<file path="src/rtl/cpu_ctrl_pkg.sv">
// Shared definitions for the control sequencer: instruction field positions,
// opcode values, FSM state encoding and strobe/class bundles.
package cpu_ctrl_pkg;

   localparam int unsigned IR_W     = 32;
   localparam int unsigned OPCODE_W = 5;

   // Instruction field bit positions
   localparam int unsigned OPC_MSB = 31;
   localparam int unsigned OPC_LSB = 27;
   localparam int unsigned RA_MSB  = 26;
   localparam int unsigned RA_LSB  = 23;
   localparam int unsigned RB_MSB  = 22;
   localparam int unsigned RB_LSB  = 19;
   localparam int unsigned RC_MSB  = 18;
   localparam int unsigned RC_LSB  = 15;

   // Opcodes
   localparam logic [OPCODE_W-1:0] OPC_ADD  = 5'b00011;
   localparam logic [OPCODE_W-1:0] OPC_SUB  = 5'b00100;
   localparam logic [OPCODE_W-1:0] OPC_AND  = 5'b00101;
   localparam logic [OPCODE_W-1:0] OPC_OR   = 5'b00110;
   localparam logic [OPCODE_W-1:0] OPC_SHR  = 5'b00111;
   localparam logic [OPCODE_W-1:0] OPC_SHL  = 5'b01000;
   localparam logic [OPCODE_W-1:0] OPC_ROR  = 5'b01001;
   localparam logic [OPCODE_W-1:0] OPC_ROL  = 5'b01010;
   localparam logic [OPCODE_W-1:0] OPC_MUL  = 5'b01111;
   localparam logic [OPCODE_W-1:0] OPC_DIV  = 5'b10000;
   localparam logic [OPCODE_W-1:0] OPC_NEG  = 5'b10001;
   localparam logic [OPCODE_W-1:0] OPC_NOT  = 5'b10010;
   localparam logic [OPCODE_W-1:0] OPC_NOP  = 5'b11010;
   localparam logic [OPCODE_W-1:0] OPC_HALT = 5'b11011;

   typedef enum logic [3:0] {
      RST_ST = 4'd0,
      FETCH0 = 4'd1,
      FETCH1 = 4'd2,
      FETCH2 = 4'd3,
      T3     = 4'd4,
      T4     = 4'd5,
      T5     = 4'd6,
      T6     = 4'd7,
      HALT   = 4'd8
   } state_e;

   // Datapath strobe bundle driven by the sequencer
   typedef struct packed {
      logic PCout;
      logic Zlowout;
      logic Zhighout;
      logic MDRout;
      logic Rout;
      logic PCin;
      logic MARin;
      logic MDRin;
      logic IRin;
      logic Yin;
      logic Zin;
      logic Rin;
      logic HIin;
      logic LOin;
      logic IncPC;
      logic Read;
      logic Gra;
      logic Grb;
      logic Grc;
   } ctrl_strobes_t;

   // One-hot instruction class from the opcode decoder
   typedef struct packed {
      logic three_op;
      logic two_op;
      logic muldiv;
      logic nop;
      logic halt;
      logic illegal;
   } op_class_t;

   function automatic logic [OPCODE_W-1:0] ir_opcode(input logic [IR_W-1:0] ir);
      return ir[OPC_MSB:OPC_LSB];
   endfunction

endpackage

</file>
<file path="src/rtl/control_sequencer_if.sv">
// Sequencer <-> datapath bundle.
//   master (sequencer): reads IR, mem_ready, stop; drives strobes, operation,
//                       run, illegal_op, bus_error.
//   slave  (datapath) : the mirror image.
interface control_sequencer_if #(
   parameter int unsigned OP_W = 5
);
   import cpu_ctrl_pkg::*;

   logic [IR_W-1:0] IR;
   logic            mem_ready;
   logic            stop;

   logic PCout, Zlowout, Zhighout, MDRout, Rout;
   logic PCin, MARin, MDRin, IRin, Yin, Zin, Rin, HIin, LOin;
   logic IncPC, Read;
   logic Gra, Grb, Grc;
   logic [OP_W-1:0] operation;
   logic run;
   logic illegal_op;
   logic bus_error;

   modport master (
      input  IR, mem_ready, stop,
      output PCout, Zlowout, Zhighout, MDRout, Rout,
      output PCin, MARin, MDRin, IRin, Yin, Zin, Rin, HIin, LOin,
      output IncPC, Read, Gra, Grb, Grc,
      output operation, run, illegal_op, bus_error
   );

   modport slave (
      output IR, mem_ready, stop,
      input  PCout, Zlowout, Zhighout, MDRout, Rout,
      input  PCin, MARin, MDRin, IRin, Yin, Zin, Rin, HIin, LOin,
      input  IncPC, Read, Gra, Grb, Grc,
      input  operation, run, illegal_op, bus_error
   );
endinterface

</file>
<file path="src/rtl/opcode_class_decode.sv">
// Combinational opcode classifier.
//   opcode_i   : IR[31:27]
//   op_class_o : one-hot {three_op, two_op, muldiv, nop, halt, illegal}
module opcode_class_decode
   import cpu_ctrl_pkg::*;
(
   input  logic [OPCODE_W-1:0] opcode_i,
   output op_class_t           op_class_o
);

   always_comb begin
      op_class_o = '0;
      case (opcode_i)
         OPC_ADD, OPC_SUB, OPC_AND, OPC_OR,
         OPC_SHR, OPC_SHL, OPC_ROR, OPC_ROL: op_class_o.three_op = 1'b1;
         OPC_NEG, OPC_NOT:                   op_class_o.two_op   = 1'b1;
         OPC_MUL, OPC_DIV:                   op_class_o.muldiv   = 1'b1;
         OPC_NOP:                            op_class_o.nop      = 1'b1;
         OPC_HALT:                           op_class_o.halt     = 1'b1;
         default:                            op_class_o.illegal  = 1'b1;
      endcase
   end

endmodule

</file>
<file path="src/rtl/control_sequencer.sv">
// Moore control sequencer for instruction fetch and register-register ALU ops.
//   Clock : rising-edge clock
//   clear : asynchronous active-high reset
//   bus   : master side of control_sequencer_if (IR/mem_ready/stop in,
//           datapath strobes, operation, run, illegal_op, bus_error out)
// Strobes are a decode of the state register (plus IR in T3..T6) so they hold
// for the whole state cycle and vanish the instant clear asserts.
module control_sequencer
   import cpu_ctrl_pkg::*;
#(
   parameter int unsigned OP_W     = 5,
   parameter int unsigned WAIT_MAX = 15
) (
   input  logic               Clock,
   input  logic               clear,
   control_sequencer_if.master bus
);

   localparam int unsigned CNT_W = $clog2(WAIT_MAX + 1);

   state_e               state_q, state_d;
   logic [CNT_W-1:0]     wait_cnt_q, wait_cnt_d;
   logic                 bus_error_q, bus_error_d;

   logic [OPCODE_W-1:0]  opcode;
   op_class_t            opc;
   ctrl_strobes_t        strb_c;
   logic [OP_W-1:0]      operation_c;
   logic                 run_c;
   logic                 illegal_c;

   assign opcode = ir_opcode(bus.IR);

   opcode_class_decode u_decode (
      .opcode_i   (opcode),
      .op_class_o (opc)
   );

   // State, fetch wait counter and sticky bus error
   always_ff @(posedge Clock or posedge clear) begin
      if (clear) begin
         state_q     <= RST_ST;
         wait_cnt_q  <= '0;
         bus_error_q <= 1'b0;
      end else begin
         state_q     <= state_d;
         wait_cnt_q  <= wait_cnt_d;
         bus_error_q <= bus_error_d;
      end
   end

   // Next-state logic; the wait counter is zero outside FETCH1 so it restarts on entry
   always_comb begin
      state_d     = state_q;
      wait_cnt_d  = '0;
      bus_error_d = bus_error_q;
      case (state_q)
         RST_ST: state_d = FETCH0;
         FETCH0: state_d = bus.stop ? HALT : FETCH1;
         FETCH1: begin
            if (bus.mem_ready) begin
               state_d = FETCH2;
            end else if (wait_cnt_q >= CNT_W'(WAIT_MAX - 1)) begin
               // last allowed cycle without data: mem_ready above takes priority
               bus_error_d = 1'b1;
               state_d     = HALT;
            end else begin
               wait_cnt_d = (wait_cnt_q < CNT_W'(WAIT_MAX)) ? wait_cnt_q + CNT_W'(1)
                                                            : wait_cnt_q;
            end
         end
         FETCH2: state_d = T3;
         T3: begin
            if (opc.three_op || opc.two_op || opc.muldiv) state_d = T4;
            else if (opc.halt)                            state_d = HALT;
            else                                          state_d = FETCH0;
         end
         T4:      state_d = (opc.three_op || opc.muldiv) ? T5 : FETCH0;
         T5:      state_d = opc.muldiv ? T6 : FETCH0;
         T6:      state_d = FETCH0;
         HALT:    state_d = HALT;
         default: state_d = RST_ST;
      endcase
   end

   // Strobe decode of the current state
   always_comb begin
      strb_c      = '0;
      operation_c = '0;
      illegal_c   = 1'b0;
      run_c       = 1'b1;
      case (state_q)
         RST_ST, HALT: run_c = 1'b0;
         FETCH0: begin
            strb_c.PCout = 1'b1;
            strb_c.MARin = 1'b1;
            strb_c.IncPC = 1'b1;
            strb_c.Zin   = 1'b1;
         end
         FETCH1: begin
            strb_c.Zlowout = 1'b1;
            strb_c.Read    = 1'b1;
            strb_c.MDRin   = 1'b1;
            // PC write-back only once, in the first wait cycle
            strb_c.PCin    = (wait_cnt_q == '0);
         end
         FETCH2: begin
            strb_c.MDRout = 1'b1;
            strb_c.IRin   = 1'b1;
         end
         T3: begin
            if (opc.three_op) begin
               strb_c.Grb  = 1'b1;
               strb_c.Rout = 1'b1;
               strb_c.Yin  = 1'b1;
            end else if (opc.two_op) begin
               strb_c.Grb  = 1'b1;
               strb_c.Rout = 1'b1;
               strb_c.Zin  = 1'b1;
               operation_c = OP_W'(opcode);
            end else if (opc.muldiv) begin
               strb_c.Gra  = 1'b1;
               strb_c.Rout = 1'b1;
               strb_c.Yin  = 1'b1;
            end else if (opc.illegal) begin
               illegal_c = 1'b1;
            end
         end
         T4: begin
            if (opc.three_op) begin
               strb_c.Grc  = 1'b1;
               strb_c.Rout = 1'b1;
               strb_c.Zin  = 1'b1;
               operation_c = OP_W'(opcode);
            end else if (opc.two_op) begin
               strb_c.Zlowout = 1'b1;
               strb_c.Gra     = 1'b1;
               strb_c.Rin     = 1'b1;
            end else if (opc.muldiv) begin
               strb_c.Grb  = 1'b1;
               strb_c.Rout = 1'b1;
               strb_c.Zin  = 1'b1;
               operation_c = OP_W'(opcode);
            end
         end
         T5: begin
            if (opc.three_op) begin
               strb_c.Zlowout = 1'b1;
               strb_c.Gra     = 1'b1;
               strb_c.Rin     = 1'b1;
            end else if (opc.muldiv) begin
               strb_c.Zlowout = 1'b1;
               strb_c.LOin    = 1'b1;
            end
         end
         T6: begin
            if (opc.muldiv) begin
               strb_c.Zhighout = 1'b1;
               strb_c.HIin     = 1'b1;
            end
         end
         default: run_c = 1'b0;
      endcase
   end

   assign bus.PCout      = strb_c.PCout;
   assign bus.Zlowout    = strb_c.Zlowout;
   assign bus.Zhighout   = strb_c.Zhighout;
   assign bus.MDRout     = strb_c.MDRout;
   assign bus.Rout       = strb_c.Rout;
   assign bus.PCin       = strb_c.PCin;
   assign bus.MARin      = strb_c.MARin;
   assign bus.MDRin      = strb_c.MDRin;
   assign bus.IRin       = strb_c.IRin;
   assign bus.Yin        = strb_c.Yin;
   assign bus.Zin        = strb_c.Zin;
   assign bus.Rin        = strb_c.Rin;
   assign bus.HIin       = strb_c.HIin;
   assign bus.LOin       = strb_c.LOin;
   assign bus.IncPC      = strb_c.IncPC;
   assign bus.Read       = strb_c.Read;
   assign bus.Gra        = strb_c.Gra;
   assign bus.Grb        = strb_c.Grb;
   assign bus.Grc        = strb_c.Grc;
   assign bus.operation  = operation_c;
   assign bus.run        = run_c;
   assign bus.illegal_op = illegal_c;
   assign bus.bus_error  = bus_error_q;

endmodule
</file>
<file path="src/flat_wrapper.sv">
// flat-port wrapper written by rule: the top's interface ports become plain ports
module control_sequencer_flat import cpu_ctrl_pkg::*;
#(
   parameter int unsigned OP_W     = 5,
   parameter int unsigned WAIT_MAX = 15
)
  (Clock, clear, bus_IR, bus_mem_ready, bus_stop, bus_PCout, bus_Zlowout, bus_Zhighout, bus_MDRout, bus_Rout, bus_PCin, bus_MARin, bus_MDRin, bus_IRin, bus_Yin, bus_Zin, bus_Rin, bus_HIin, bus_LOin, bus_IncPC, bus_Read, bus_Gra, bus_Grb, bus_Grc, bus_operation, bus_run, bus_illegal_op, bus_bus_error);
  control_sequencer_if #(.OP_W(OP_W)) bus_i ();
  input  logic Clock;
  input  logic clear;
  input wire logic [$bits(bus_i.IR)-1:0] bus_IR;
  input wire logic [$bits(bus_i.mem_ready)-1:0] bus_mem_ready;
  input wire logic [$bits(bus_i.stop)-1:0] bus_stop;
  output wire logic [$bits(bus_i.PCout)-1:0] bus_PCout;
  output wire logic [$bits(bus_i.Zlowout)-1:0] bus_Zlowout;
  output wire logic [$bits(bus_i.Zhighout)-1:0] bus_Zhighout;
  output wire logic [$bits(bus_i.MDRout)-1:0] bus_MDRout;
  output wire logic [$bits(bus_i.Rout)-1:0] bus_Rout;
  output wire logic [$bits(bus_i.PCin)-1:0] bus_PCin;
  output wire logic [$bits(bus_i.MARin)-1:0] bus_MARin;
  output wire logic [$bits(bus_i.MDRin)-1:0] bus_MDRin;
  output wire logic [$bits(bus_i.IRin)-1:0] bus_IRin;
  output wire logic [$bits(bus_i.Yin)-1:0] bus_Yin;
  output wire logic [$bits(bus_i.Zin)-1:0] bus_Zin;
  output wire logic [$bits(bus_i.Rin)-1:0] bus_Rin;
  output wire logic [$bits(bus_i.HIin)-1:0] bus_HIin;
  output wire logic [$bits(bus_i.LOin)-1:0] bus_LOin;
  output wire logic [$bits(bus_i.IncPC)-1:0] bus_IncPC;
  output wire logic [$bits(bus_i.Read)-1:0] bus_Read;
  output wire logic [$bits(bus_i.Gra)-1:0] bus_Gra;
  output wire logic [$bits(bus_i.Grb)-1:0] bus_Grb;
  output wire logic [$bits(bus_i.Grc)-1:0] bus_Grc;
  output wire logic [$bits(bus_i.operation)-1:0] bus_operation;
  output wire logic [$bits(bus_i.run)-1:0] bus_run;
  output wire logic [$bits(bus_i.illegal_op)-1:0] bus_illegal_op;
  output wire logic [$bits(bus_i.bus_error)-1:0] bus_bus_error;
  assign bus_i.IR = bus_IR;
  assign bus_i.mem_ready = bus_mem_ready;
  assign bus_i.stop = bus_stop;
  assign bus_PCout = bus_i.PCout;
  assign bus_Zlowout = bus_i.Zlowout;
  assign bus_Zhighout = bus_i.Zhighout;
  assign bus_MDRout = bus_i.MDRout;
  assign bus_Rout = bus_i.Rout;
  assign bus_PCin = bus_i.PCin;
  assign bus_MARin = bus_i.MARin;
  assign bus_MDRin = bus_i.MDRin;
  assign bus_IRin = bus_i.IRin;
  assign bus_Yin = bus_i.Yin;
  assign bus_Zin = bus_i.Zin;
  assign bus_Rin = bus_i.Rin;
  assign bus_HIin = bus_i.HIin;
  assign bus_LOin = bus_i.LOin;
  assign bus_IncPC = bus_i.IncPC;
  assign bus_Read = bus_i.Read;
  assign bus_Gra = bus_i.Gra;
  assign bus_Grb = bus_i.Grb;
  assign bus_Grc = bus_i.Grc;
  assign bus_operation = bus_i.operation;
  assign bus_run = bus_i.run;
  assign bus_illegal_op = bus_i.illegal_op;
  assign bus_bus_error = bus_i.bus_error;
  control_sequencer #(.OP_W(OP_W), .WAIT_MAX(WAIT_MAX)) u_core (.Clock(Clock), .clear(clear), .bus(bus_i));
endmodule
</file>
<file path="config.mk">
export PLATFORM = sky130hd
export DESIGN_NAME = control_sequencer_flat
export DESIGN_NICKNAME = d
export VERILOG_FILES = /design/src/rtl/cpu_ctrl_pkg.sv /design/src/rtl/control_sequencer_if.sv /design/src/rtl/opcode_class_decode.sv /design/src/rtl/control_sequencer.sv /design/src/flat_wrapper.sv
export SDC_FILE = /design/constraint.sdc
export NUM_CORES = 1
export LEC_CHECK = 0
export BUFFER_PORTS_ARGS = -buffer_cell sky130_fd_sc_hd__buf_2
export CAP_MARGIN = 30
export CELL_PAD_IN_SITES_DETAIL_PLACEMENT = 0
export CELL_PAD_IN_SITES_GLOBAL_PLACEMENT = 1
export CORE_MARGIN = 5
export CORE_UTILIZATION = 28
export CTS_CLUSTER_SIZE = 20
export DETAILED_ROUTE_END_ITERATION = 12
export HOLD_SLACK_MARGIN = 0.02
export PLACE_DENSITY = 0.86
export SLEW_MARGIN = 20
export SYNTH_ARGS = -nofsm -noshare
export SYNTH_HDL_FRONTEND = slang
export SYNTH_HIERARCHICAL = 1
export SYNTH_SLANG_ARGS = --single-unit
</file>
<file path="constraint.sdc">
create_clock -name Clock -period 2.3 [get_ports Clock]
set_input_delay 0.23 -clock Clock [delete_from_list [all_inputs] [get_ports Clock]]
set_output_delay 0.23 -clock Clock [all_outputs]
set_load 0.005 [all_outputs]
</file>
Word-level counts from Yosys, hierarchy flattened
Cells that the tools add are included.
Widths: inputs -> output; s select.
{"block": "op_classes", "addsub": 1, "n_lt_le_gt_ge": 2, "eq_ne": 24, "mux": 55, "n_bitwise": 1, "n_reduce_logical": 12}
{"operator": "$mux 4", "n": 9}
{"operator": "$pmux 4 s8", "n": 1}
{"operator": "$mux 1", "n": 30}
{"operator": "$eq 5x5->1 const B", "n": 5}
{"operator": "$mux 5", "n": 5}
{"operator": "$eq 5x3->1 const B", "n": 4}
{"operator": "$eq 5x4->1 const B", "n": 4}
{"operator": "$eq 4x3->1 const B", "n": 4}
{"operator": "$reduce_or 14->1", "n": 1}
{"operator": "$pmux 5 s2", "n": 1}
{"operator": "$pmux 1 s3", "n": 3}
{"operator": "$eq 4x2->1 const B", "n": 2}
{"operator": "$logic_not 4->1", "n": 2}
{"operator": "$reduce_or 8->1", "n": 1}
{"operator": "$reduce_or 7->1", "n": 1}
{"operator": "$mux 3", "n": 2}
{"operator": "$pmux 1 s2", "n": 3}
{"operator": "$reduce_or 2->1", "n": 3}
{"operator": "$eq 5x2->1 const B", "n": 1}
{"operator": "$add 4x1->4 const B", "n": 1}
{"operator": "$eq 4x1->1 const B", "n": 1}
{"operator": "$eq 4x4->1 const B", "n": 1}
{"operator": "$ge 4x4->1 const B", "n": 1}
{"operator": "$lt 4x4->1 const B", "n": 1}
{"operator": "other kinds (6)", "n": 8}
{"block": "word_totals", "register_bits": 9, "input_bits": 36, "output_inout_bits": 27, "elab_cells": 98}

Logic depth before layout (Yosys ltp)
{"block": "logic_depth", "depth_word": 7, "mapped_depth": 9, "mapped_depth_nobuf": 7}

Modules after synthesis
Netlist, hierarchy kept.
{"module": "control_sequencer", "n_inst": 1, "cells_each": 112, "area_per_inst_um2": 863.3, "seq_area_each_um2": 225.2}
{"module": "opcode_class_decode", "n_inst": 1, "cells_each": 23, "area_per_inst_um2": 143.9, "seq_area_each_um2": 0.0}

Least setup slack after synthesis
No wires, ideal clock.
{"block": "synth_path", "kind": "input-to-output", "start": "input bus_IR[30]", "end": "output bus_operation[0]", "t_arrival_ns": 1.843, "required_ns": 2.070, "path_slack_ns": 0.227, "path_stages": 7, "n_path_buf": 1, "cell_sequence": "buf_2 or3b_1 nor2_1 inv_1 or3_1 a21oi_1 and2_1"}
{"item": "start: declaration", "line_no": "flat_wrapper.sv:11", "rtl": "input wire logic [$bits(bus_i.IR)-1:0] bus_IR;"}
{"item": "end: declaration", "line_no": "flat_wrapper.sv:33", "rtl": "output wire logic [$bits(bus_i.operation)-1:0] bus_operation;"}

==> flow_metrics.py <==
metrics = {
    "finish": {
        "nFillCells": 377,
        "num_antenna_cells": 0,
        "area_growth_pct": 20.1,
        "drive_gt1_share_pct": 30.5,
        "layout.nets": 204,
    },
    "worst_setup_path": {
        "critPathSlowestCell": "or3b_1",
        "cp_common_cell": "buf_2",
        "worstPathRequired_ns": 2.07,
        "endpoint_kind": "output pin",
        "worstPathArrival_ns": 1.89,
        "critPathLaunchType": "input pin",
        "path_cells": "buf_2, or3b_1, nor2_1, inv_1, or3_1, a21oi_1, and2_1, buf_2",
        "cp_slowest_stage_delay_ns": 0.41,
        "cp_max_fo": 9,
        "critical_path_class": "input pin to output pin",
    },
    "timing": {
        "post-route-period-util_pct": 92.4,
        "max_slew.worst_pin.slew_ns": 0.548,
        "finalHoldViolCount": 0,
        "period_needed_ns": 2.12,
        "tns_ns": 0,
        "rsz0062_at_grt": "false",
        "maxSlewViolCount": 0,
        "maxSlewHeadroom_pct": 63.2,
        "max_freq_mhz": 471,
        "skew_ns": 0.000288,
        "setup_violations": 0,
        "setup_ws_ns": 0.176,
    },
    "clock_tree": {
        "clockRootBuffer": "clkbuf_4",
        "cts_sinks": 9,
        "clk_latency_ns": 0.25,
        "numCtsBuffers": 3,
        "clockBufferDepth": 2,
        "htree_levels": 1,
        "cts_resized": 0,
        "cts.clk_slew.worst_paths_ns": 0.06,
        "cts_tree": "done",
    },
    "hold_path": {
        "hold_path.class": "input pin to flop",
    },
    "logic_synthesis": {
        "yosysWarnings": 6,
        "syn_area_um2": 1000,
        "synth_nets": 173,
        "syn_inst": 134,
        "avgSynthCellArea_um2": 7.46,
    },
    "floorplan": {
        "start_util_pct": 29.5,
        "pin_count": 63,
        "dieArea_mm2": 0.00487,
        "die_y_um": 69.8,
        "die_x_um": 69.8,
        "core_region_area_mm2": 0.00339,
        "rows": 21,
    },
    "grt": {
        "grt_usage_pct": 9.80,
        "grt_pass1_wl_um": 4130,
        "grt_max_degree": 14,
        "grt_overflow": 0,
        "antenna_found_initial": 0,
        "first_global_vias": 925,
    },
    "detailed_routing": {
        "drc_errors": 0,
        "drt_iter0_drc": 53,
        "wl_per_cell_um": 11.5,
        "wirelength_um": 2420,
        "drt_pass1_iterations": 4,
        "detail-route-antenna-nets": 0,
        "via_per_inst": 4.76,
        "vias": 999,
    },
    "placement": {
        "io_buffers": 35,
        "dp_hpwl_um": 1930,
        "pre_cts_slack_ns": 0.173,
        "place_congestion": 0.784,
    },
    "power_and_ir_drop": {
        "peakVddDrop_uv": 358,
        "power_density_mw_per_mm2": 651,
        "p_leak_uw": 0.000594,
    },
    "run": {
        "maxCapViolations": 0,
    },
    "outcome": {
        "status": "finished, final reports clean",
    },
}
[placed cells by master, fill, tap and decap left out, types with 5 or more instances in the layout]
| cell type | instances |
|---|---|
| a21oi_1 | 8 |
| and2_1 | 5 |
| buf_2 | 35 |
| dfrtp_1 | 9 |
| inv_1 | 9 |
| nand2_1 | 7 |
| nor2_1 | 21 |
| nor2b_1 | 5 |
| nor3_1 | 6 |
[final cells by class]
class                   instances  area, um2  area share [%]
well taps                      46       57.6            4.79
clock buffers                   4       26.3            2.19
multi-input cells             102        643            53.5
inverters                       9       33.8            2.81
repair buffers                 40        215            17.9
flip-flops and latches          9        225            18.8
[power by group]
| group | total, uW | internal (uW) | switching [uW] |
|---|---|---|---|
| Clock | 119 | 66.7 | 52.6 |
| Combinational | 404 | 191 | 213 |
| Sequential | 258 | 188 | 70.4 |
| Total | 782 | 445 | 337 |
[state kept, by name (all words and copies together) (netlist names)]
name                  cells
u_core/state_q            4
u_core/wait_cnt_q         4
u_core/bus.bus_error      1
[path summary, 6_finish.rpt]
path | slack [ns] | depth (start not counted) | from | endpoint
max reg2reg | 0.78 | 4 | u_core/state_q[2] | u_core/state_q[3]
min reg2reg | 0.45 | 1 | u_core/bus.bus_error | u_core/bus.bus_error
min in group asynchronous | 0.47 | 3 | clear | u_core/wait_cnt_q[0]
min | 0.25 | 2 | bus_stop | u_core/state_q[1]
max | 0.18 | 8 | bus_IR[29] | bus_operation[2]
max in group asynchronous | 1.58 | 3 | clear | u_core/wait_cnt_q[1]
[worst max-delay path, delay by kind of cell]
kind            cells  cell delay (ns)
simple gates        4             1.05
buf+inv             3             0.32
compound gates      1             0.30
[repair_timing]
item / CTS / global route
setup buffers: 0 / 0
hold buffers: 1 / 0
hold endpoints to repair: 9 / 0
[per-stage QoR]
| stage | utilization [%] | hold slack (ns) | instance area (um2) | cells | power [uW] |
|---|---|---|---|---|---|
| final | 35.4 | 0.254 | 1200 | 210 | 782 |
| after global routing | 35.4 | 0.250 | 1200 | 210 | 860 |
| after CTS | 35.4 | 0.239 | 1200 | 210 | 796 |
| after detailed placement | 34.4 | 0.217 | 1160 | 205 | 668 |
| after global placement | 34.4 | 0.221 | 1160 | 205 | 665 |
| after floorplan | - | 0.0579 | 1000 | 134 | 597 |
[layer usage]
| metal | GRT usage, % | part of all wire [%] | vias up |
|---|---|---|---|
| met2 | 14.2 | 41 | 27 |
| li1 | - | - | 520 |
| met5 | 0 | 0 | - |
| met1 | 14.0 | 51 | 452 |
| met3 | 2.61 | 7.8 | 0 |
| met4 | 3.19 | 0 | 0 |
(Power assumes the default switching activity.)
